===== config.mk =====
export PLATFORM = sky130hd
export DESIGN_NAME = lvds_status_multi
export DESIGN_NICKNAME = d
export VERILOG_FILES = /design/src/rtl/lvds_status_pkg.sv /design/src/rtl/lvds_status_ch.sv /design/src/rtl/lvds_status_multi.sv
export SDC_FILE = /design/constraint.sdc
export NUM_CORES = 1
export LEC_CHECK = 0
export CAP_MARGIN = 40
export CORE_MARGIN = 2
export CORE_UTILIZATION = 67
export CTS_CLUSTER_SIZE = 16
export DETAILED_ROUTE_END_ITERATION = 8
export PLACE_DENSITY = 0.93
export SLEW_MARGIN = 10
export SYNTH_ARGS = -nofsm -noshare
export SYNTH_HDL_FRONTEND = slang
export SYNTH_SLANG_ARGS = --single-unit

===== constraint.sdc =====
create_clock -name clk_fpga -period 7 [get_ports clk_fpga]
set_input_delay 1.05 -clock clk_fpga [delete_from_list [all_inputs] [get_ports clk_fpga]]
set_output_delay 1.05 -clock clk_fpga [all_outputs]
set_load 0.02 [all_outputs]

===== src/rtl/lvds_status_pkg.sv =====
// lvds_status_pkg: default constants and the per-channel state record shared by
// the multi-channel LVDS clock-health monitor (lvds_status_ch, lvds_status_multi).
package lvds_status_pkg;

   localparam int N_CH_DEF          = 4;
   localparam int CNT_W_DEF         = 8;
   localparam int MIN_HALF_DEF      = 44;
   localparam int MAX_HALF_DEF      = 56;
   localparam int WATCHDOG_TIME_DEF = 150;
   localparam int GOOD_CNT_DEF      = 4;

   // Storage widths of the state record. The counters saturate at bounds derived
   // from CNT_W / GOOD_CNT, so the upper bits stay zero and are trimmed away.
   localparam int ST_CNT_W  = 16;
   localparam int ST_GOOD_W = 8;

   typedef struct packed {
      logic                 seen_edge;  // an edge has been seen since reset / expiry
      logic                 dead;       // watchdog expired, waiting for an edge
      logic [ST_GOOD_W-1:0] good;       // consecutive legal half-periods
      logic [ST_CNT_W-1:0]  hp;         // cycles since the last edge
      logic [ST_CNT_W-1:0]  wd;         // watchdog count since the last edge
   } ch_state_t;

   localparam ch_state_t CH_STATE_RST = '0;

   // A measured half-period is legal when it lies inside [lo..hi], both inclusive.
   function automatic logic half_legal(input logic [ST_CNT_W-1:0] w,
                                       input logic [ST_CNT_W-1:0] lo,
                                       input logic [ST_CNT_W-1:0] hi);
      return (w >= lo) && (w <= hi);
   endfunction

endpackage


===== src/rtl/lvds_status_ch.sv =====
// lvds_status_ch: one monitored LVDS clock. Synchronises the asynchronous pin,
// measures every half-period, watchdogs the channel and registers a qualified flag.
module lvds_status_ch
   import lvds_status_pkg::*;
#(
   parameter int CNT_W         = CNT_W_DEF,
   parameter int MIN_HALF      = MIN_HALF_DEF,
   parameter int MAX_HALF      = MAX_HALF_DEF,
   parameter int WATCHDOG_TIME = WATCHDOG_TIME_DEF,
   parameter int GOOD_CNT      = GOOD_CNT_DEF
) (
   input  logic clk_fpga,
   input  logic rst,
   input  logic clk_in,
   output logic ch_status
);

   // hp saturates at the top of a CNT_W-bit counter even though it is stored wider.
   localparam logic [ST_CNT_W-1:0]  HP_MAX   = ST_CNT_W'((1 << CNT_W) - 1);
   localparam logic [ST_CNT_W-1:0]  MIN_C    = ST_CNT_W'(MIN_HALF);
   localparam logic [ST_CNT_W-1:0]  MAX_C    = ST_CNT_W'(MAX_HALF);
   localparam logic [ST_CNT_W-1:0]  WD_LIM   = ST_CNT_W'(WATCHDOG_TIME);
   localparam logic [ST_GOOD_W-1:0] GOOD_LIM = ST_GOOD_W'(GOOD_CNT);

   logic      s_meta_q, s_meta_d;
   logic      s_sync_q, s_sync_d;
   logic      s_prev_q, s_prev_d;
   ch_state_t st_q, st_d;
   logic      ch_status_q, ch_status_d;
   logic      edge_det;
   logic [ST_CNT_W-1:0] wd_inc;

   // Three-flop chain: two stages of metastability filtering plus the previous level.
   always_comb begin
      s_meta_d = clk_in;
      s_sync_d = s_meta_q;
      s_prev_d = s_sync_q;
      edge_det = s_sync_q ^ s_prev_q;
   end

   // Half-period measurement, qualification counting and watchdog; an edge always
   // takes priority over a watchdog expiry in the same cycle.
   always_comb begin
      st_d   = st_q;
      wd_inc = st_q.wd + ST_CNT_W'(1);
      if (edge_det) begin
         st_d.hp   = ST_CNT_W'(1);
         st_d.wd   = '0;
         st_d.dead = 1'b0;
         if (!st_q.seen_edge) begin
            // First edge after reset or expiry only arms the measurement.
            st_d.seen_edge = 1'b1;
         end else if (half_legal(st_q.hp, MIN_C, MAX_C)) begin
            if (st_q.good != GOOD_LIM) begin
               st_d.good = st_q.good + ST_GOOD_W'(1);
            end
         end else begin
            st_d.good = '0;
         end
      end else begin
         if (st_q.hp != HP_MAX) begin
            st_d.hp = st_q.hp + ST_CNT_W'(1);
         end
         if (st_q.wd != WD_LIM) begin
            st_d.wd = wd_inc;
            if (wd_inc == WD_LIM) begin
               st_d.dead      = 1'b1;
               st_d.seen_edge = 1'b0;
               st_d.good      = '0;
            end
         end
      end
   end

   // The qualified flag follows the registered state one cycle later.
   always_comb begin
      ch_status_d = (st_q.good == GOOD_LIM) && !st_q.dead;
   end

   // State registers with synchronous reset.
   always_ff @(posedge clk_fpga) begin
      if (rst) begin
         s_meta_q    <= 1'b0;
         s_sync_q    <= 1'b0;
         s_prev_q    <= 1'b0;
         st_q        <= CH_STATE_RST;
         ch_status_q <= 1'b0;
      end else begin
         s_meta_q    <= s_meta_d;
         s_sync_q    <= s_sync_d;
         s_prev_q    <= s_prev_d;
         st_q        <= st_d;
         ch_status_q <= ch_status_d;
      end
   end

   assign ch_status = ch_status_q;

endmodule


===== src/rtl/lvds_status_multi.sv =====
// lvds_status_multi: N_CH-channel LVDS clock-health monitor. One lvds_status_ch per
// channel, a registered AND of all qualified flags, and an optional sticky fault
// register enabled by defining LVDS_STATUS_STICKY_EN.
module lvds_status_multi
   import lvds_status_pkg::*;
#(
   parameter int N_CH          = N_CH_DEF,
   parameter int CNT_W         = CNT_W_DEF,
   parameter int MIN_HALF      = MIN_HALF_DEF,
   parameter int MAX_HALF      = MAX_HALF_DEF,
   parameter int WATCHDOG_TIME = WATCHDOG_TIME_DEF,
   parameter int GOOD_CNT      = GOOD_CNT_DEF
) (
   input  logic            clk_fpga,
   input  logic            rst,
   input  logic [N_CH-1:0] clk_in,
`ifdef LVDS_STATUS_STICKY_EN
   input  logic [N_CH-1:0] fault_clr,
   output logic [N_CH-1:0] fault_sticky,
`endif
   output logic [N_CH-1:0] ch_status,
   output logic            status
);

   // Parameter sanity: the window must fit below the watchdog, which must fit in
   // the counter, and everything must fit in the state record.
   if (N_CH < 1 || N_CH > 16) begin : g_chk_nch
      $error("lvds_status_multi: N_CH must be 1..16");
   end
   if (CNT_W < 1 || CNT_W > ST_CNT_W) begin : g_chk_cntw
      $error("lvds_status_multi: CNT_W out of range");
   end
   if (!(MIN_HALF <= MAX_HALF && MAX_HALF < WATCHDOG_TIME &&
         WATCHDOG_TIME < (1 << CNT_W))) begin : g_chk_window
      $error("lvds_status_multi: need MIN_HALF <= MAX_HALF < WATCHDOG_TIME < 2^CNT_W");
   end
   if (GOOD_CNT < 1 || GOOD_CNT >= (1 << ST_GOOD_W)) begin : g_chk_good
      $error("lvds_status_multi: GOOD_CNT out of range");
   end

   logic [N_CH-1:0] ch_status_w;
   logic            status_q, status_d;

   genvar gi;
   for (gi = 0; gi < N_CH; gi = gi + 1) begin : g_ch
      lvds_status_ch #(
         .CNT_W         (CNT_W),
         .MIN_HALF      (MIN_HALF),
         .MAX_HALF      (MAX_HALF),
         .WATCHDOG_TIME (WATCHDOG_TIME),
         .GOOD_CNT      (GOOD_CNT)
      ) u_ch (
         .clk_fpga  (clk_fpga),
         .rst       (rst),
         .clk_in    (clk_in[gi]),
         .ch_status (ch_status_w[gi])
      );
   end

   // Global health is good only when every channel is qualified.
   always_comb begin
      status_d = &ch_status_w;
   end

   // Global status register.
   always_ff @(posedge clk_fpga) begin
      if (rst) begin
         status_q <= 1'b0;
      end else begin
         status_q <= status_d;
      end
   end

   assign ch_status = ch_status_w;
   assign status    = status_q;

`ifdef LVDS_STATUS_STICKY_EN
   logic [N_CH-1:0] ch_prev_q, ch_prev_d;
   logic [N_CH-1:0] fault_sticky_q, fault_sticky_d;

   // Latch a fault on every 1->0 fall of a channel flag; a new fall beats a clear.
   always_comb begin
      ch_prev_d      = ch_status_w;
      fault_sticky_d = (ch_prev_q & ~ch_status_w) | (fault_sticky_q & ~fault_clr);
   end

   // Sticky fault registers; reset is not treated as a fault.
   always_ff @(posedge clk_fpga) begin
      if (rst) begin
         ch_prev_q      <= '0;
         fault_sticky_q <= '0;
      end else begin
         ch_prev_q      <= ch_prev_d;
         fault_sticky_q <= fault_sticky_d;
      end
   end

   assign fault_sticky = fault_sticky_q;
`endif

endmodule


==> out/summary.txt <==
Worst-Skew Late Latency: 430 ps
Worst hold path class: reg -> reg
Initial DRC Count: 665
Chip Width: 124 µm
Final clock skew: 6.62 ps
Sw Share: 23.2%
Ys flop type: dfxtp_1
Worst-path fanout max: 8
Longest Clk Path Bufs: 2
Setup bufs post-CTS: 0
Total Nets Final: 1160
Syn Inst Count: 1151
Worst slew pin tran: 797 ps
Syn Nets: 1186
CTS tree: built
DIE AREA: 15400 µm²
Crit Path Class: reg -> reg
Fin. max-slew vios: 0
Sequential power share: 51.0%
Minimum clock period: 3000 ps
Layout cells sized above 1: 5.10%
Required @ worst endpoint: 7290 ps
Outcome: complete, no violations
Number of synthesized flops with an enable pin: 0
Max-slew headroom: 46.8%
Area leader, netlist: dfxtp_1
CP endpoint kind: flip-flop
Routed WL per cell: 14.6 µm
Die Ht: 124 µm
DRT Pass-1 Iters: 8
#FFs+latches synth: 185
Total CTS buffers: 17
Setup crit start kind: flip-flop
Sw power: 495 µW
Core Area: 14000 µm²
# IOs: 11
Routed WL: 19300 µm
HPWL after DPL: 12400 µm
Antenna Nets Post-Route: 0
IR drop worst, VDD: 0.000188 V
N_diodes: 0
WL met3: 856 µm
Clock transition at path regs: 70 ps
Root buf cell: clkbuf_16
Ys Warns: 0
Async SR Flop Fraction: 0%
LEAKAGE: 3.71 nW
First-pass GRT wire length: 32800 µm
Wire length on met2: 9300 µm
Initial antenna violation count: 0
Cell total after placement: 1286
Layout Cells excl Fill: 1318
Tcrit/Tclk final: 42.8%
Clock sink count: 185
Mean Syn Cell Area: 8.37 µm²
Final TNS setup: 0 ps
Placer Congestion: 0.872
Synth cell types: 73
Vias in the first global route: 7443
Place WS: 3870 ps
Yosys top cell area share: 38.4%
Slowest stage delay, CP: 540 ps
GRT Residual Overflow: 0
# resized after CTS: 0
WP data arrival: 3290 ps
Via count: 7992
Vias per cell: 6.06
Commonest cells in the netlist: dfxtp_1, nor2_1, nand3_1, xor2_1, xnor2_1
Post-route DRC: 0
Clock power frac: 45.0%
Maxcap violations: 0
Final setup vio count: 0
Internal power: 1.64 mW
Hold Vio Cnt, Final: 0
Max Clk Rate: 0.334 GHz
Fin worst setup slack: 4000 ps
Worst path slowest cell: or4b_4
Top sig layer: met4
Initial Util: 68.9%
Area Overhead vs Synth: 6.89%
RSZ-0062 raised after global routing: false
Mapped cell area: 9640 µm²
CTS Hold Bufs: 0
Combinational share of power: 4.0%
IO buf count: 10
Largest net degree at the start of global routing: 63
Register area share after synthesis: 38.4%
Met1 wire length: 8710 µm
Row cnt: 43
Top post-synthesis cells by area: dfxtp_1, nor2_1, xor2_1
GRT Overall Usage: 26.3%
Power Density: 207 nW/µm²
Htree depth: 4
Overall power: 2.14 mW
Finished Cell Area: 10300 µm²
Count leader, synth: dfxtp_1
DP Area: 9720 µm²
Worst-path cell chain: ha_1, and4_1, or4b_1, xor2_1, o21ai_1, or4b_4, nand2_2, a311oi_1
==> kinds of logic (layout without fill, tap and decap cells) <==
| kind of cell | after synthesis | after routing | synth area share [%] |
|---|---|---|---|
| compound gates | 142 | 142 | 9.18 |
| xor+xnor | 122 | 122 | 11.1 |
| fa+ha+maj | 29 | 29 | 3.77 |
| buf+inv | 96 | 83 | 4.13 |
| flops | 185 | 185 | 38.4 |
| mux | 10 | 10 | 1.04 |
| simple gates | 567 | 567 | 32.4 |
==> layout by cell type, fill, tap and decap left out, drive strengths merged, types with 4 or more instances in the layout <==
| cell type | n |
|---|---|
| nand2b | 22 |
| nor4 | 18 |
| nor2b | 33 |
| nand2 | 59 |
| or4b | 4 |
| a311oi | 6 |
| or4 | 6 |
| and4 | 13 |
| clkbuf | 20 |
| dfxtp | 185 |
| and2 | 10 |
| ha | 29 |
| nand4 | 38 |
| a31oi | 8 |
| xnor2 | 59 |
| nor2 | 174 |
| inv | 45 |
| a211oi | 6 |
| clkdlybuf4s50 | 9 |
| mux2i | 10 |
| or3 | 13 |
| nand4b | 4 |
| and3 | 29 |
| nor3b | 5 |
| o211ai | 4 |
| xor2 | 63 |
| nand3 | 71 |
| and3b | 4 |
| o21ai | 44 |
| nand3b | 8 |
| a21oi | 46 |
| nor3 | 29 |
| o31ai | 4 |
| nor4b | 17 |
==> final timing paths <==
kind	startpoint	end	slack (ps)	cells past startpoint
hold reg to reg	g_ch[0].u_ch.st_q[40]	g_ch[0].u_ch.ch_status	440	1
hold / removal	g_ch[0].u_ch.st_q[40]	g_ch[0].u_ch.ch_status	440	1
setup / recovery	g_ch[1].u_ch.st_q[0]	g_ch[1].u_ch.st_q[37]	4000	8
setup reg to reg	g_ch[1].u_ch.st_q[0]	g_ch[1].u_ch.st_q[37]	4000	8
==> power by group through the flow <==
stage	registers [mW]	logic, mW	clock network, mW
3_5_place_dp	1.11	0.0842	0
3_3_place_gp	1.11	0.0808	0
6_report	1.09	0.0851	0.960
4_1_cts	1.09	0.0859	0.973
5_1_grt	1.09	0.0969	1.01
2_1_floorplan	1.11	0.0712	0
==> per-stage QoR <==
| stage | utilization, % | hold WS (ps) |
|---|---|---|
| detailed placement | 69.5 | 429 |
| global route | 73.6 | 454 |
| CTS | 73.6 | 445 |
| floorplan | - | 401 |
| global placement | 69.5 | 418 |
| finish | 73.6 | 441 |
==> flip-flops by register name, summed over array words and instances, names as in the netlist <==
register / count
status: 1
g_ch.u_ch.s_prev_q: 4
g_ch.u_ch.s_meta_q: 4
g_ch.u_ch.st_q: 168
g_ch.u_ch.ch_status: 4
g_ch.u_ch.s_prev_d: 4
==> area by class of cell <==
class	instances	area (µm²)
Clock buffer	20	447
Clock inverter	12	138
Fill cell	1004	3690
Inverter	40	150
Multi-Input combinational cell	870	5540
Sequential cell	185	3700
Tap cell	180	225
Timing Repair Buffer	11	103
==> routing by layer <==
metal / vias up / GRT usage, %
met5: - / 0
met2: 238 / 44.1
met3: 48 / 6.50
met4: 0 / 10.3
met1: 3749 / 32.5
li1: 3957 / -
==> critical path, delay by kind of cell (launching register included) <==
family	cells	cell delay, ps
xor gates and xnor gates	1	270
and+or+nand+nor	4	1500
AOI/OAI and AO/OA	2	260
DFF	1	450
adders and majority gates	1	370
(Power assumes the default switching activity.)
